$ cat config.mk
export PLATFORM = sky130hd
export DESIGN_NAME = bin_img_stream_gen_flat
export DESIGN_NICKNAME = d
export VERILOG_FILES = /design/src/rtl/bin_img_stream_gen_if.sv /design/src/rtl/bin_img_stream_gen.sv /design/src/flat_wrapper.sv
export SDC_FILE = /design/constraint.sdc
export NUM_CORES = 1
export LEC_CHECK = 0
export CAP_MARGIN = 5
export CELL_PAD_IN_SITES_DETAIL_PLACEMENT = 1
export CELL_PAD_IN_SITES_GLOBAL_PLACEMENT = 2
export CORE_ASPECT_RATIO = 0.9
export CORE_MARGIN = 2
export CORE_UTILIZATION = 40
export DETAILED_ROUTE_END_ITERATION = 10
export HOLD_SLACK_MARGIN = 0.06
export PLACE_DENSITY = 0.83
export SETUP_SLACK_MARGIN = 0.1
export SLEW_MARGIN = 20
export SYNTH_ARGS = -nofsm -noshare
export SYNTH_HDL_FRONTEND = slang
export SYNTH_SLANG_ARGS = --single-unit
$ cat constraint.sdc
create_clock -name clk -period 7.3 [get_ports clk]
set_input_delay 2.19 -clock clk [delete_from_list [all_inputs] [get_ports clk]]
set_output_delay 2.19 -clock clk [all_outputs]
set_load 0.02 [all_outputs]
$ cat src/rtl/bin_img_stream_gen_if.sv
// Control, pixel-memory and binary-image stream signals of bin_img_stream_gen.
interface bin_img_stream_gen_if #(
    parameter int ADDR_W = 7
);
    logic              start;
    logic              continuous;
    logic [1:0]        mode;
    logic              busy;
    logic              frame_done;
    logic              mem_rd;
    logic [ADDR_W-1:0] mem_addr;
    logic              mem_data;
    logic              per_img_vsync;
    logic              per_img_href;
    logic              per_img_bit;

    modport master (
        input  start, continuous, mode, mem_data,
        output busy, frame_done, mem_rd, mem_addr,
        output per_img_vsync, per_img_href, per_img_bit
    );

    modport slave (
        output start, continuous, mode, mem_data,
        input  busy, frame_done, mem_rd, mem_addr,
        input  per_img_vsync, per_img_href, per_img_bit
    );
endinterface

$ cat src/rtl/bin_img_stream_gen.sv
// Binary-image stream source (vsync/href/bit) with memory, checkerboard, LFSR and
// border-box pixel sources; single-shot or continuous frame runs.
module bin_img_stream_gen #(
    parameter int          IMG_W     = 10,
    parameter int          IMG_H     = 10,
    parameter int          V_PRE     = 5,
    parameter int          H_BLANK   = 10,
    parameter int          F_GAP     = 10,
    parameter int          CELL_LOG2 = 1,
    parameter logic [15:0] LFSR_SEED = 16'hACE1,
    parameter int          ADDR_W    = $clog2(IMG_W * IMG_H)
) (
    input  logic                clk,
    input  logic                rst_n,
    bin_img_stream_gen_if.master bus
);
    localparam int XW    = $clog2(IMG_W + 1);
    localparam int YW    = $clog2(IMG_H + 1);
    localparam int BMAX0 = (V_PRE > H_BLANK) ? V_PRE : H_BLANK;
    localparam int BMAX  = (BMAX0 > F_GAP) ? BMAX0 : F_GAP;
    localparam int CW    = $clog2(BMAX + 1);

    typedef enum logic [2:0] {
        S_IDLE,
        S_VPRE,
        S_LINE,
        S_HBLK,
        S_GAP
    } state_t;

    state_t            state_q, state_d;
    logic [XW-1:0]     x_q, x_d;
    logic [YW-1:0]     y_q, y_d;
    logic [CW-1:0]     cnt_q, cnt_d;
    logic [1:0]        mode_q, mode_d;
    logic [15:0]       lfsr_q, lfsr_d;
    logic              lfsr_fb;

    logic              busy_q, done_q, vsync_q, href_q, bit_q, rd_q;
    logic              busy_d, done_d, vsync_d, href_d, bit_d, rd_d;
    logic [ADDR_W-1:0] addr_q, addr_d;

    function automatic logic pattern_bit(input logic [1:0]    m,
                                         input logic [XW-1:0] x,
                                         input logic [YW-1:0] y,
                                         input logic          lfsr_bit,
                                         input logic          mem_bit);
        logic [XW-1:0] xc;
        logic [YW-1:0] yc;
        xc = x >> CELL_LOG2;
        yc = y >> CELL_LOG2;
        case (m)
            2'd0:    pattern_bit = mem_bit;
            2'd1:    pattern_bit = xc[0] ^ yc[0];
            2'd2:    pattern_bit = lfsr_bit;
            default: pattern_bit = (x == XW'(0)) || (x == XW'(IMG_W - 1)) ||
                                   (y == YW'(0)) || (y == YW'(IMG_H - 1));
        endcase
    endfunction

    function automatic logic [ADDR_W-1:0] pix_addr(input logic [XW-1:0] x,
                                                   input logic [YW-1:0] y);
        pix_addr = ADDR_W'(y) * ADDR_W'(IMG_W) + ADDR_W'(x);
    endfunction

    // Fibonacci taps 16,14,13,11 in right-shift form
    assign lfsr_fb = lfsr_q[0] ^ lfsr_q[2] ^ lfsr_q[3] ^ lfsr_q[5];

    always_comb begin
        state_d = state_q;
        x_d     = x_q;
        y_d     = y_q;
        cnt_d   = cnt_q;
        mode_d  = mode_q;
        lfsr_d  = lfsr_q;
        case (state_q)
            S_IDLE: begin
                if (bus.start) begin
                    state_d = S_VPRE;
                    x_d     = '0;
                    y_d     = '0;
                    cnt_d   = '0;
                    mode_d  = bus.mode;
                end
            end
            S_VPRE: begin
                if (cnt_q == CW'(V_PRE - 1)) begin
                    state_d = S_LINE;
                    cnt_d   = '0;
                    x_d     = '0;
                end else begin
                    cnt_d = cnt_q + 1'b1;
                end
            end
            S_LINE: begin
                if (mode_q == 2'd2) lfsr_d = {lfsr_fb, lfsr_q[15:1]};
                if (x_q == XW'(IMG_W - 1)) begin
                    x_d   = '0;
                    cnt_d = '0;
                    if (y_q == YW'(IMG_H - 1)) begin
                        state_d = S_GAP;
                    end else begin
                        state_d = S_HBLK;
                        y_d     = y_q + 1'b1;
                    end
                end else begin
                    x_d = x_q + 1'b1;
                end
            end
            S_HBLK: begin
                if (cnt_q == CW'(H_BLANK - 1)) begin
                    state_d = S_LINE;
                    cnt_d   = '0;
                end else begin
                    cnt_d = cnt_q + 1'b1;
                end
            end
            S_GAP: begin
                if (cnt_q == CW'(F_GAP - 1)) begin
                    cnt_d = '0;
                    if (bus.continuous) begin
                        state_d = S_VPRE;
                        x_d     = '0;
                        y_d     = '0;
                        mode_d  = bus.mode;
                    end else begin
                        state_d = S_IDLE;
                    end
                end else begin
                    cnt_d = cnt_q + 1'b1;
                end
            end
            default: state_d = S_IDLE;
        endcase

        // The FSM runs one cycle ahead of the registered stream outputs; the memory
        // request is issued from the next state so it leads its pixel by one cycle,
        // and mem_data is captured on the edge that closes the mem_rd cycle.
        busy_d  = (state_q != S_IDLE);
        done_d  = (state_q == S_GAP) && (cnt_q == '0);
        vsync_d = (state_q == S_VPRE) || (state_q == S_LINE) || (state_q == S_HBLK);
        href_d  = (state_q == S_LINE);
        bit_d   = href_d && pattern_bit(mode_q, x_q, y_q, lfsr_q[0], bus.mem_data);
        rd_d    = (state_d == S_LINE) && (mode_q == 2'd0);
        addr_d  = rd_d ? pix_addr(x_d, y_d) : addr_q;
    end

    always_ff @(posedge clk or negedge rst_n) begin
        if (!rst_n) begin
            state_q <= S_IDLE;
            x_q     <= '0;
            y_q     <= '0;
            cnt_q   <= '0;
            mode_q  <= '0;
            lfsr_q  <= LFSR_SEED;
            busy_q  <= 1'b0;
            done_q  <= 1'b0;
            vsync_q <= 1'b0;
            href_q  <= 1'b0;
            bit_q   <= 1'b0;
            rd_q    <= 1'b0;
            addr_q  <= '0;
        end else begin
            state_q <= state_d;
            x_q     <= x_d;
            y_q     <= y_d;
            cnt_q   <= cnt_d;
            mode_q  <= mode_d;
            lfsr_q  <= lfsr_d;
            busy_q  <= busy_d;
            done_q  <= done_d;
            vsync_q <= vsync_d;
            href_q  <= href_d;
            bit_q   <= bit_d;
            rd_q    <= rd_d;
            addr_q  <= addr_d;
        end
    end

    assign bus.busy          = busy_q;
    assign bus.frame_done    = done_q;
    assign bus.per_img_vsync = vsync_q;
    assign bus.per_img_href  = href_q;
    assign bus.per_img_bit   = bit_q;
    assign bus.mem_rd        = rd_q;
    assign bus.mem_addr      = addr_q;

endmodule

$ cat src/flat_wrapper.sv
// flat-port wrapper written by rule: the top's interface ports become plain ports
module bin_img_stream_gen_flat 
#(
    parameter int          IMG_W     = 10,
    parameter int          IMG_H     = 10,
    parameter int          V_PRE     = 5,
    parameter int          H_BLANK   = 10,
    parameter int          F_GAP     = 10,
    parameter int          CELL_LOG2 = 1,
    parameter logic [15:0] LFSR_SEED = 16'hACE1,
    parameter int          ADDR_W    = $clog2(IMG_W * IMG_H)
)
  (clk, rst_n, bus_start, bus_continuous, bus_mode, bus_mem_data, bus_busy, bus_frame_done, bus_mem_rd, bus_mem_addr, bus_per_img_vsync, bus_per_img_href, bus_per_img_bit);
  bin_img_stream_gen_if #(.ADDR_W(ADDR_W)) bus_i ();
  input  logic clk;
  input  logic rst_n;
  input wire logic [$bits(bus_i.start)-1:0] bus_start;
  input wire logic [$bits(bus_i.continuous)-1:0] bus_continuous;
  input wire logic [$bits(bus_i.mode)-1:0] bus_mode;
  input wire logic [$bits(bus_i.mem_data)-1:0] bus_mem_data;
  output wire logic [$bits(bus_i.busy)-1:0] bus_busy;
  output wire logic [$bits(bus_i.frame_done)-1:0] bus_frame_done;
  output wire logic [$bits(bus_i.mem_rd)-1:0] bus_mem_rd;
  output wire logic [$bits(bus_i.mem_addr)-1:0] bus_mem_addr;
  output wire logic [$bits(bus_i.per_img_vsync)-1:0] bus_per_img_vsync;
  output wire logic [$bits(bus_i.per_img_href)-1:0] bus_per_img_href;
  output wire logic [$bits(bus_i.per_img_bit)-1:0] bus_per_img_bit;
  assign bus_i.start = bus_start;
  assign bus_i.continuous = bus_continuous;
  assign bus_i.mode = bus_mode;
  assign bus_i.mem_data = bus_mem_data;
  assign bus_busy = bus_i.busy;
  assign bus_frame_done = bus_i.frame_done;
  assign bus_mem_rd = bus_i.mem_rd;
  assign bus_mem_addr = bus_i.mem_addr;
  assign bus_per_img_vsync = bus_i.per_img_vsync;
  assign bus_per_img_href = bus_i.per_img_href;
  assign bus_per_img_bit = bus_i.per_img_bit;
  bin_img_stream_gen #(.IMG_W(IMG_W), .IMG_H(IMG_H), .V_PRE(V_PRE), .H_BLANK(H_BLANK), .F_GAP(F_GAP), .CELL_LOG2(CELL_LOG2), .LFSR_SEED(LFSR_SEED), .ADDR_W(ADDR_W)) u_core (.clk(clk), .rst_n(rst_n), .bus(bus_i));
endmodule
==> results.tsv, run 1 <==
stage	metric	value	unit
worst_setup_path	R2R Path Start	u_core.x_q[1]$_DFF_PN0_	
grt	vias in the first global route	1831	
placement	placed cell areas	2850	sq um
timing	Final TNS setup	0	ns
power	LEAKAGE	1.36	nW
placement	# port buffers	19	
grt	global route total overflow	0	
route	routed vias/inst	5.21	
clock_tree	Max clock buf depth	2	
floorplanning	die width	89.2	microns
outcome	status	complete, no violations	
yosys	Gate Count Post-Synth	226	
yosys	top cells by area, synth	dfrtp_1 (36%), dfstp_2 (8.0%), ha_1 (7.2%)	
cells_and_area	area delta synth->final	12.5	%
worst_setup_path	Crit. End Element	flip-flop	
clock_tree	CTS resizes	0	
route	DR DRC count	0	
worst_hold_path	Hold Crit Class	reg2reg	
yosys	number of distinct library cells after synthesis	54	
yosys	Post-Syn Area	2620	sq um
clock_tree	total setup buffers inserted after CTS	0	
clock_tree	clk sinks	46	
clock_tree	CTS root buf	clkbuf_8	
cells_and_area	fin util	47.3	%
worst_hold_path	hold wc startpoint	u_core.lfsr_q[15]$_DFFE_PN1P_	
timing	Layout Skew	0.00353	ns
timing	unrepaired setup endpoints after global routing	false	
cells_and_area	layout cells sized above 1	20.6	%
timing	Slew HR	58.8	%
route	final WL	5220	microns
grt	gr busiest metal	met1	
floorplanning	die area	7200	sq um
yosys	Yosys top cell area share	36.4	%
worst_setup_path	Critical Path RT	7.52	ns
cells_and_area	Finished Cell Area	2940	sq um
timing	Final Setup Violations	0	
floorplanning	Initial Util	42.1	%
floorplanning	core area	6220	sq um
route	antenna-violating nets left	0	
yosys	Synth Flop Type	dfrtp_1	
clock_tree	clock buffer count from CTS	5	
timing	Tightest Pin Transition	0.614	ns
worst_setup_path	Crit Path Category	in2reg	
yosys	area leader, netlist	dfrtp_1	
cells_and_area	n_diodes	0	
worst_setup_path	Critical Path AT	5.69	ns
placement	global placer's final weighted congestion	0.781	
timing	Final Hold Viols	0	
cells_and_area	FILL cells	702	
timing	maximum clock rate	183	MHz
run	max-cap violations	0	
yosys	Seq/Total Area, Yosys	44.4	%
route	DR vias	1746	
grt	M1 GR Usage	25.8	%
clock_tree	H-tree levels	2	
route	Initial DRC Count	56	
grt	pin count of the biggest net entering global routing	47	
floorplanning	Placement Rows	27	
yosys	Synthesis Warnings	0	
route	wire length per cell	15.6	microns
power	PwrDens	332	nW/um^2
worst_setup_path	crit path launch type	input pin	
route	drt first pass iters	4	
clock_tree	hold_buf cts	0	
timing	Final Cycle Share	75.0	%
grt	initial antenna violation count	0	
timing	crit path time final	5.48	ns
worst_setup_path	Worst Setup SP	bus_start	
grt	GRT Overall Usage	16.8	%
clock_tree	CTS tree	built	
grt	first-pass GRT wire length	9270	microns
floorplanning	Die H	80.7	microns
clock_tree	latest clock arrival within the worst-skew pair	0.30	ns
power	Max VDD drop	0.000156	V
grt	met3 Use GR	4.62	%
yosys	Synth Net Count	250	
worst_setup_path	CP max FO	4	
floorplanning	io pins	20	
clock_tree	clk slew on worst S/H paths	0.08	ns
cells_and_area	Total Nets Final	271	
grt	M2 GR Usage	23.5	%
placement	HPWL after DPL	3810	microns
yosys	mean post-synth cell area	11.6	sq um
yosys	number of synthesized register bits	46	
yosys	asr flop ratio synth	100	%
yosys	EDFF count, synth	0	
timing	count of pins over their slew limit	0	
through the flow:
stage	cells	total power (W)	worst slack, ns	hold slack, ns
after floorplan	226	0.000705	2.42	0.457
after global placement	327	0.000815	1.65	0.468
after detailed placement	327	0.000824	1.48	0.488
after CTS	335	0.000992	1.79	0.500
after global routing	335	0.00106	1.46	0.525
final	335	0.000978	1.82	0.506
path summary, 6_finish.rpt:
| check | endpoint | slack, ns | cells after the start |
|---|---|---|---|
| hold / removal | u_core.lfsr_q[15]$_DFFE_PN1P_ | 0.51 | 2 |
| max in group asynchronous | u_core.x_q[3]$_DFF_PN0_ | 5.02 | 1 |
| hold reg to reg | u_core.lfsr_q[15]$_DFFE_PN1P_ | 0.51 | 2 |
| setup reg to reg | u_core.bus.mem_addr[6]$_DFFE_PN0P_ | 3.54 | 16 |
| setup / recovery | u_core.bus.mem_addr[6]$_DFFE_PN0P_ | 1.82 | 15 |
| min in group asynchronous | u_core.bus.mem_addr[3]$_DFFE_PN0P_ | 1.87 | 1 |
worst max-delay path, cell delays in order:
cell and delay [ns]:
clkdlybuf4s50_1 0.55, nor2_1 0.07, nor3_1 0.36, o22ai_1 0.19
a32oi_1 0.33, inv_1 0.14, ha_1 0.32, ha_1 0.20
inv_1 0.06, fa_1 0.45, nand3b_1 0.17, o21ai_0 0.18
xor2_1 0.20, a21oi_1 0.07, o31ai_2 0.22
cell families (layout without fill, tap and decap cells):
| kind of cell | Yosys count | after routing | synth area share, % |
|---|---|---|---|
| multiplexers | 26 | 26 | 12.8 |
| flip-flops | 46 | 46 | 44.4 |
| adder cells (fa/ha/maj) | 17 | 17 | 8.71 |
| buffers and inverters | 21 | 43 | 4.78 |
| XOR/XNOR | 8 | 8 | 2.68 |
| AO/OA/AOI/OAI | 45 | 45 | 11.3 |
| AND/OR/NAND/NOR | 63 | 63 | 15.3 |
area by class of cell:
class	count	area, sq um	share of cell area [%]
inverter	16	65.1	2.21
sequential	46	1160	39.5
timing repair buffer	19	188	6.38
clock inverter	1	5.00	0.170
clock buffer	7	86.3	2.93
multi-input combinational	159	1330	45.2
tap	87	109	3.70
sequential cells by signal (all words and copies together) (netlist names), 2 cells and up:
name,cells
u_core.mode_q,2
u_core.lfsr_q,16
u_core.cnt_q,4
u_core.x_q,4
u_core.y_q,4
u_core.bus.mem_addr,7
u_core.state_q,3
power by group:
part	internal [W]	total (W)	switching (W)	leakage, nW
Sequential	0.000314	0.000388	0.0000744	0.578
Combinational	0.000200	0.000428	0.000228	0.736
Clock	0.0000765	0.000162	0.0000856	0.0482
Total	0.000590	0.000978	0.000388	1.36
synth_stat cells, types with 4 or more instances:
cell / instances
dfrtp_1: 38
o21ai_0: 18
ha_1: 15
inv_1: 15
nand2_1: 13
nor2_1: 13
mux2_4: 12
mux2_2: 11
dfstp_2: 8
a21oi_1: 6
nand3b_1: 5
xor2_1: 5
buf_6: 4
nand3_1: 4
nor3_1: 4
cell usage in the layout (no fill, tap or decap), drive strengths merged, types with 3 or more instances in the layout:
cell type      synthesis  final
ha                    15     15
nand2                 13     13
o21ai                 18     18
clkdlybuf4s50          0     18
nor4                   3      3
xnor2                  3      3
dfrtp                 38     38
nand3                  4      4
mux2i                  3      3
xor2                   5      5
mux2                  23     23
inv                   16     16
dfstp                  8      8
a21oi                  6      6
nor2                  13     13
nand3b                 7      7
nor3                   6      6
clkbuf                 0      7
routing by layer:
layer / part of all wire, % / vias up
met2: 42 / 23
met1: 54 / 872
met5: 0 / -
li1: - / 845
met3: 3.1 / 6
met4: 0.96 / 0
No activity file was read; power rests on OpenSTA's default activity.
==> run 2, diff against run 1 <==
Settings changed: CORE_UTILIZATION 40 to 39, PLACE_DENSITY 0.83 to 0.81.
Clock period 7.3 ns to 5.5 ns, I/O delays scaled along.
==> results.tsv, run 2 (same netlist as run 1, synthesis figures left out) <==
stage	metric	value	unit	change
floorplanning	io pins	20		unchanged
grt	initial antenna violation count	0		unchanged
timing	Fin Hold WS	0.494	ns	-0.0119 ns
clock_tree	total setup buffers inserted after CTS	0		unchanged
clock_tree	hold_buf cts	0		unchanged
placement	global placer's final weighted congestion	0.787		+0.82%
power	Seq pwr share	40.0	%	+0.3 points
clock_tree	clk sinks	46		unchanged
timing	Final Setup Violations	0		unchanged
worst_setup_path	critical-path cell list	clkdlybuf4s50_1 -> nor2_1 -> nor3_1 -> o22ai_1 -> a32oi_1 -> inv_1 -> ha_1 -> ha_1 -> inv_1 -> fa_1 -> nand3b_1 -> o21ai_0 -> xor2_1 -> and3_1 -> o31ai_2		
run	max-cap violations	0		unchanged
timing	Slew HR	60.6	%	+1.8 points
route	drt first pass iters	4		unchanged
clock_tree	latest clock arrival within the worst-skew pair	0.30	ns	about the same
worst_setup_path	Setup crit end	u_core.bus.mem_addr[6]$_DFFE_PN0P_		
timing	crit path time final	4.85	ns	
worst_setup_path	Bufs and invs on worst path	3		unchanged
worst_setup_path	r2r endpoint	u_core.bus.mem_addr[6]$_DFFE_PN0P_		
worst_setup_path	Worst Setup SP	bus_start		
floorplanning	Placement Rows	28		+3.7%
worst_setup_path	Crit Path Category	in2reg		
cells_and_area	area delta synth->final	12.7	%	
worst_setup_path	Reg2Reg Depth	16		unchanged
floorplanning	die width	90.3	microns	+1.2%
cells_and_area	layout cells sized above 1	21.0	%	+0.40 points
worst_setup_path	CP peak stage delay	0.54	ns	about the same
power	power share of the clock group	16.4	%	-0.2 points
floorplanning	core area	6520	sq um	+4.8%
floorplanning	Die H	81.7	microns	+1.2%
power	sw frac	40.3	%	+0.69 points
clock_tree	clk slew on worst S/H paths	0.10	ns	+0.02 ns
floorplanning	die area	7380	sq um	+2.4%
power	Comb pwr share	43.6	%	about the same
grt	pin count of the biggest net entering global routing	47		unchanged
timing	Final TNS setup	0	ns	unchanged
clock_tree	CTS tree	built		
grt	vias in the first global route	1776		-3.0%
cells_and_area	Biggest register	u_core.lfsr_q		
worst_setup_path	Crit. End Element	flip-flop		
power	PwrDens	439	nW/um^2	+32%
clock_tree	clock buffer count from CTS	5		unchanged
timing	Final Cycle Share	88.2	%	
worst_setup_path	CP max FO	4		unchanged
route	DR DRC count	0		unchanged
cells_and_area	max reg flops	16		unchanged
cells_and_area	commonest non-fill, non-tap cells in the layout	dfrtp_1 (38), o21ai_0 (18), clkdlybuf4s50_1 (18)		
worst_setup_path	Critical Path AT	5.03	ns	-0.66 ns
worst_setup_path	R2R Path Start	u_core.x_q[1]$_DFF_PN0_		
worst_setup_path	critical path's slowest cell	clkdlybuf4s50_1		
clock_tree	CTS resizes	0		unchanged
worst_setup_path	R2R Setup Slk	1.80	ns	-1.74 ns
timing	count of pins over their slew limit	0		unchanged
route	final WL	5250	microns	+0.59%
route	Initial DRC Count	54		-3.6%
timing	Tightest Pin Transition	0.587	ns	-0.0271 ns
power	LEAKAGE	1.36	nW	-0.55%
placement	HPWL after DPL	3890	microns	+2.3%
worst_setup_path	Critical Path RT	5.68	ns	-1.84 ns
clock_tree	CTS root buf	clkbuf_8		
route	antenna-violating nets left	0		unchanged
grt	global route total overflow	0		unchanged
power	Max VDD drop	0.000181	V	+16%
route	routed vias/inst	5.07		-2.7%
cells_and_area	n_diodes	0		unchanged
route	wire length per cell	15.5	microns	-0.30%
route	DR vias	1714		-1.8%
cells_and_area	Total Nets Final	271		unchanged
floorplanning	Initial Util	40.1	%	-1.9 points
grt	first-pass GRT wire length	8840	microns	-4.6%
power	P_int	0.000772	W	+31%
worst_hold_path	Hold Crit Class	reg2reg		
timing	Layout Skew	0.00863	ns	+0.00510 ns
cells_and_area	commonest non-fill, non-tap cell in the layout	dfrtp_1		
worst_setup_path	crit path launch type	input pin		
timing	maximum clock rate	206	MHz	
placement	# port buffers	19		unchanged
timing	Final Hold Viols	0		unchanged
grt	GRT Overall Usage	15.3	%	-1.6 points
outcome	status	complete, no violations		
clock_tree	H-tree levels	2		unchanged
worst_setup_path	Top Family by Delay on Critical Path	adder cells		
power	Psw	0.000522	W	+35%
clock_tree	Max clock buf depth	2		unchanged
worst_setup_path	instance count on the critical path	15		unchanged
timing	unrepaired setup endpoints after global routing	false		
-- run 2: per-layer routing --
metal / vias to the layer above / part of all wire, % / GRT usage (%)
met3: 5 / 2.4 / 3.21
li1: 846 / - / -
met1: 843 / 52 / 21.2
met4: 0 / 0.80 / 3.23
met5: - / 0 / 0
met2: 20 / 45 / 25.0
-- run 2: final cells by class --
class	instances	area, sq um
clock buffers	5	68.8
repair buffers	19	188
clock inverters	3	23.8
inverters	16	65.1
fillers	745	3570
well taps	90	113
multi-input cells	159	1330
flip-flops and latches	46	1160
-- run 2: how the worst min path moves through the flow --
stage,start,to,slack (ns),cells after the start
floorplan,u_core.lfsr_q[15]$_DFFE_PN1P_,u_core.lfsr_q[15]$_DFFE_PN1P_,0.46,2
detailed placement,u_core.lfsr_q[15]$_DFFE_PN1P_,u_core.lfsr_q[15]$_DFFE_PN1P_,0.49,2
CTS,u_core.lfsr_q[15]$_DFFE_PN1P_,u_core.lfsr_q[15]$_DFFE_PN1P_,0.51,2
global route,u_core.lfsr_q[4]$_DFFE_PN0P_,u_core.lfsr_q[3]$_DFFE_PN0P_,0.54,1
finish,u_core.lfsr_q[15]$_DFFE_PN1P_,u_core.lfsr_q[15]$_DFFE_PN1P_,0.49,2
global placement,u_core.lfsr_q[15]$_DFFE_PN1P_,u_core.lfsr_q[15]$_DFFE_PN1P_,0.47,2
-- run 2: power by group through the flow --
stage | combinational (W) | sequential, W | clock [W]
2_1_floorplan | 0.000407 | 0.000529 | 0
3_3_place_gp | 0.000561 | 0.000521 | 0
3_5_place_dp | 0.000572 | 0.000523 | 0
4_1_cts | 0.000574 | 0.000518 | 0.000223
5_1_grt | 0.000628 | 0.000534 | 0.000238
6_report | 0.000564 | 0.000518 | 0.000212
-- run 2: worst register-to-register path, delay by kind of cell (launching register included) --
kind                     cells  cell delay (ns)
buffers and inverters        3             0.30
AO/OA/AOI/OAI                4             0.65
adder cells (fa/ha/maj)      4             1.15
flip-flops                   1             0.46
AND/OR/NAND/NOR              4             0.84
XOR/XNOR                     1             0.19
-- run 2: stage by stage --
stage	std cells	setup slack (ns)	utilization [%]	area [sq um]	power, W
2_1_floorplan	226	1.16	-	2620	0.000936
3_3_place_gp	330	0.379	43.8	2850	0.00108
3_5_place_dp	330	0.297	43.8	2850	0.00109
4_1_cts	338	0.613	45.2	2950	0.00131
5_1_grt	338	0.280	45.2	2950	0.00140
6_report	338	0.651	45.2	2950	0.00129
